[src/rtl/vend_credit_ctrl.sv]
// vend_credit_ctrl: credit and change controller for the vending machine.
// Keeps a running credit in 5-cent units, checks selections against a price
// table, sequences the dispense handshake and pays change back coin-by-coin
// through a level/ack handshake to the change hopper. All outputs registered.
module vend_credit_ctrl #(
    parameter int CREDIT_W   = 8,
    parameter int NUM_ITEMS  = 4,
    parameter int ITEM_W     = 2,
    parameter int MAX_CREDIT = 200
) (
    input  logic                            clk,
    input  logic                            resetn,
    input  logic                            coin_valid,
    input  logic [1:0]                      coin_val,
    input  logic                            cancel,
    input  logic                            sel_valid,
    input  logic [ITEM_W-1:0]               sel_item,
    input  logic [NUM_ITEMS*CREDIT_W-1:0]   price_tbl,
    output logic                            vend_req,
    output logic [ITEM_W-1:0]               vend_item,
    input  logic                            vend_ack,
    output logic                            change_req,
    output logic [1:0]                      change_coin,
    input  logic                            change_ack,
    output logic                            coin_reject,
    output logic                            insufficient,
    output logic [CREDIT_W-1:0]             credit,
    output logic                            busy
);

    typedef enum logic [1:0] {
        IDLE   = 2'd0,
        CREDIT = 2'd1,
        VEND   = 2'd2,
        CHANGE = 2'd3
    } state_t;

    state_t state;

    // Value in units of an inserted coin (0=5c, 1=10c, 2=25c, 3=$1).
    function automatic logic [CREDIT_W-1:0] coin_units(input logic [1:0] kind);
        logic [CREDIT_W-1:0] units;
        case (kind)
            2'd0:    units = CREDIT_W'(1);
            2'd1:    units = CREDIT_W'(2);
            2'd2:    units = CREDIT_W'(5);
            default: units = CREDIT_W'(20);
        endcase
        return units;
    endfunction

    // Largest change coin not exceeding the remaining credit (greedy payout).
    function automatic logic [1:0] greedy_coin(input logic [CREDIT_W-1:0] amount);
        logic [1:0] kind;
        if (amount >= CREDIT_W'(5))
            kind = 2'd2;
        else if (amount >= CREDIT_W'(2))
            kind = 2'd1;
        else
            kind = 2'd0;
        return kind;
    endfunction

    logic [CREDIT_W:0]   coin_sum;
    logic                coin_fits;
    logic                sel_hit;
    logic [CREDIT_W-1:0] sel_price;
    logic                sel_afford;
    logic [CREDIT_W-1:0] change_units;

    // Coin sum is formed one bit wider so the ceiling compare cannot wrap.
    always_comb begin
        coin_sum  = {1'b0, credit} + {1'b0, coin_units(coin_val)};
        coin_fits = (coin_sum <= (CREDIT_W+1)'(MAX_CREDIT));
    end

    // Price lookup; an index outside the table never matches and reads as unaffordable.
    always_comb begin
        sel_hit   = 1'b0;
        sel_price = '0;
        for (int i = 0; i < NUM_ITEMS; i++) begin
            if (sel_item == ITEM_W'(i)) begin
                sel_hit   = 1'b1;
                sel_price = price_tbl[i*CREDIT_W +: CREDIT_W];
            end
        end
        sel_afford = sel_hit && (credit >= sel_price);
    end

    // Units paid out by the change coin currently being requested.
    always_comb begin
        change_units = coin_units(change_coin);
    end

    // Main controller: state, credit and every registered output.
    always_ff @(posedge clk or negedge resetn) begin
        if (!resetn) begin
            state        <= IDLE;
            credit       <= '0;
            vend_req     <= 1'b0;
            vend_item    <= '0;
            change_req   <= 1'b0;
            change_coin  <= 2'd0;
            coin_reject  <= 1'b0;
            insufficient <= 1'b0;
            busy         <= 1'b0;
        end else begin
            coin_reject  <= 1'b0;
            insufficient <= 1'b0;
            case (state)
                IDLE: begin
                    // A selection arriving with no credit is simply ignored.
                    if (coin_valid) begin
                        if (coin_fits) begin
                            credit <= coin_sum[CREDIT_W-1:0];
                            state  <= CREDIT;
                        end else begin
                            coin_reject <= 1'b1;
                        end
                    end
                end

                CREDIT: begin
                    if (cancel) begin
                        state       <= CHANGE;
                        busy        <= 1'b1;
                        change_req  <= 1'b1;
                        change_coin <= greedy_coin(credit);
                        coin_reject <= coin_valid;
                    end else if (sel_valid && sel_afford) begin
                        credit      <= credit - sel_price;
                        vend_item   <= sel_item;
                        vend_req    <= 1'b1;
                        state       <= VEND;
                        busy        <= 1'b1;
                        coin_reject <= coin_valid;
                    end else begin
                        // Refused selection leaves the coin path free to act.
                        insufficient <= sel_valid;
                        if (coin_valid) begin
                            if (coin_fits)
                                credit <= coin_sum[CREDIT_W-1:0];
                            else
                                coin_reject <= 1'b1;
                        end
                    end
                end

                VEND: begin
                    coin_reject <= coin_valid;
                    if (vend_ack) begin
                        vend_req <= 1'b0;
                        if (credit != '0) begin
                            state       <= CHANGE;
                            change_req  <= 1'b1;
                            change_coin <= greedy_coin(credit);
                        end else begin
                            state <= IDLE;
                            busy  <= 1'b0;
                        end
                    end
                end

                CHANGE: begin
                    coin_reject <= coin_valid;
                    if (change_req) begin
                        if (change_ack) begin
                            change_req <= 1'b0;
                            credit     <= credit - change_units;
                            if (credit == change_units) begin
                                state <= IDLE;
                                busy  <= 1'b0;
                            end
                        end
                    end else begin
                        // One idle cycle after each ack, then request the next coin.
                        change_req  <= 1'b1;
                        change_coin <= greedy_coin(credit);
                    end
                end

                default: begin
                    state <= IDLE;
                    busy  <= 1'b0;
                end
            endcase
        end
    end

endmodule

[config.mk]
export PLATFORM = sky130hd
export DESIGN_NAME = vend_credit_ctrl
export DESIGN_NICKNAME = d
export VERILOG_FILES = /design/src/rtl/vend_credit_ctrl.sv
export SDC_FILE = /design/constraint.sdc
export NUM_CORES = 1
export LEC_CHECK = 0
export ABC_AREA = 1
export CAP_MARGIN = 20
export CELL_PAD_IN_SITES_DETAIL_PLACEMENT = 0
export CELL_PAD_IN_SITES_GLOBAL_PLACEMENT = 1
export CORE_AREA = 2 2 85 87
export DETAILED_ROUTE_END_ITERATION = 16
export DIE_AREA = 0 0 87 89
export PLACE_DENSITY_LB_ADDON = 0.12
export SLEW_MARGIN = 15
export SYNTH_ARGS = -nofsm -noshare
export SYNTH_HDL_FRONTEND = slang
export SYNTH_SLANG_ARGS = --single-unit
export TNS_END_PERCENT = 10
[constraint.sdc]
create_clock -name clk -period 2.8 [get_ports clk]
set_input_delay 0.56 -clock clk [delete_from_list [all_inputs] [get_ports clk]]
set_output_delay 0.56 -clock clk [all_outputs]
set_load 0.02 [all_outputs]
==> run metrics <==
layout net count=548; Max clock buf depth=2; WL per Instance=~13 um; Gate Count Post-Synth=373; core footprint=0.00672 mm^2; status=finished, final reports clean; Final Critical Period=2.72 ns; PD cells=1090 mW/mm^2; Post-Syn Area=0.00229 mm^2; most frequent cells in the layout=nand2_1, clkdlybuf4s50_1, buf_4, inv_1, nor2_1; global-route wire length before repair=12100 um; die width=about 87 um; Worst-Margin Slew=0.569 ns; CP max FO=7; fmax=367 MHz; setup TNS=0 ns; RD Place Congestion=about 0.88; largest net degree at the start of global routing=20; antenna cells=0; CTS root buf=clkbuf_8; Post-synth ARST share=1.00; Critical Path Sink Type=register; GRT overflow=0; CP Launch Type=primary input; die area=0.00774 mm^2; DRT Pass-1 Iters=4; arrival time worst endpoint=2.91 ns; Hold Buf Count CTS=0; final hold vios=0; total CTS buffers=3; Synth Area per Inst=6.13 um^2; final worst path period share=0.972; EDFF count, synth=0; final core occ=0.524; Layout Skew=about 0.009 ns; area delta synth->final=54.0%; dpl cells=552; via count of the first global-routing pass=2603; Initial DRC Count=102; Hold Crit Class=register to register; leak pwr=approximately 1.8 nW; CTS H-tree depth=1; Vias/cell=4.78; CTS tree=built; Post-DRT Antenna Nets=0; Clock Latency Late Sink=around 0.26 ns; register area share after synthesis=0.208; GRT Resource Usage Total=0.199; Max-Cap Viols=0; clk sink count=19; non-filler cells, final=between 500 and 600; Max-Slew Margin vs Limit=0.620; syn nets=435; Main synth FF type=dfrtp_1; Die Y=just under 90 um; Final Setup Violations=0; share of layout cells above drive strength 1=0.208; final hold slack=around 0.49 ns; CP required=2.99 ns; RSZ-0062 raised after global routing=yes; most common cell after layout, fill and taps aside=nand2_1; Yosys reg bits=19; Port Buffers=59; post-synthesis cell type count=43; vias after detailed routing=2702; cell row count=30; class of the most critical setup path=primary input to register; DRC violations left=0; hpwl dp=5960 um; initial antenna violation count=0; Detailed Route WL=7160 um; Final Max Tran Viols=0; number of synthesis warnings=0; peak supply drop=0.315 mV; # IOs=60; Starting Density=0.340; Clock Pin Slew Worst Setup and Hold Paths=0.08 ns
layer usage:
metal  up-vias  share of wire  GRT usage
li1       1435              -          -
met1      1192           0.46      0.249
met2        66           0.49      0.358
met3         9          0.035     0.0203
met4         0          0.019     0.0625
met5         -              0          0
report_power, final:
group          total, W  leakage [nW]  switching [W]  internal (W)
sequential     0.000580         0.222       0.000184      0.000397
clock          0.000197        0.0255      0.0000977     0.0000991
combinational   0.00304          1.57        0.00164       0.00140
timing repair:
action	in CTS	in global routing
pin swaps	20	14
gates resized for setup	40	13
setup endpoints to repair	15	15
setup buffers	5	3
synthesized netlist by cell type, types with 2 or more instances:
cell type	n	area [um^2]
nand2_1	104	390
inv_1	54	203
nor2_1	41	154
nand3_1	34	170
a21oi_1	31	155
dfrtp_1	19	475
ha_1	16	200
o21ai_0	15	75.1
nand4_1	5	31.3
xor2_1	4	35.0
fa_1	3	60.1
inv_2	3	11.3
nor3_1	3	15.0
o21ai_1	3	15.0
o21bai_1	3	22.5
xnor2_1	3	26.3
a221oi_1	2	17.5
buf_6	2	22.5
clkbuf_1	2	7.51
nand2_2	2	12.5
or2_2	2	12.5
kinds of logic after synthesis:
group | synth area share
AND/OR/NAND/NOR | 0.371
buffers and inverters | 0.115
XOR/XNOR | 0.0268
AO/OA/AOI/OAI | 0.165
flip-flops | 0.208
adder cells (fa/ha/maj) | 0.114
layout make-up:
cell class	count	area (um^2)
fill	706	3200
multi-input combinational	289	1660
timing repair buffer	114	1010
sequential	19	475
inverter	59	231
tap	80	100
clock buffer	3	41.3
clock inverter	1	5.00
worst paths after layout:
path | from | cells past startpoint | end | slack [ns]
worst max-delay path | price_tbl[9] | 15 | credit[1] | 0.08
worst min-delay path | vend_item[1] | 2 | vend_item[1] | 0.49
worst max register to register | credit[0] | 13 | credit[1] | 0.33
worst min register to register | vend_item[1] | 2 | vend_item[1] | 0.49
max in group asynchronous | resetn | 2 | credit[4] | 1.65
min in group asynchronous | resetn | 1 | state[1] | 0.66
flip-flops by register name, summed over array words and instances, names as in the netlist:
register,count
credit,8
change_coin,2
state,2
vend_item,2
busy,1
change_req,1
coin_reject,1
insufficient,1
vend_req,1
critical path, stage by stage:
cell             delay (ns)
clkdlybuf4s50_1        0.45
o21ai_1                0.09
nor2_1                 0.13
a21oi_2                0.05
buf_4                  0.13
fa_2                   0.33
inv_1                  0.06
nor2_1                 0.04
nor2_2                 0.17
o2111ai_4              0.14
nand2_2                0.14
inv_2                  0.07
o21ai_4                0.28
nand3_1                0.12
a21oi_1                0.14
through the flow:
| stage | total power [W] | setup slack (ns) | area (um^2) |
|---|---|---|---|
| floorplan | 0.00230 | 0.0223 | 2290 |
| global placement | 0.00342 | -0.672 | 3280 |
| detailed placement | 0.00343 | -0.753 | 3280 |
| CTS | 0.00377 | 0.00168 | 3460 |
| global route | 0.00423 | -0.0393 | 3520 |
| finish | 0.00382 | 0.0775 | 3520 |
Note: power is estimated with default switching activity, not from simulation.
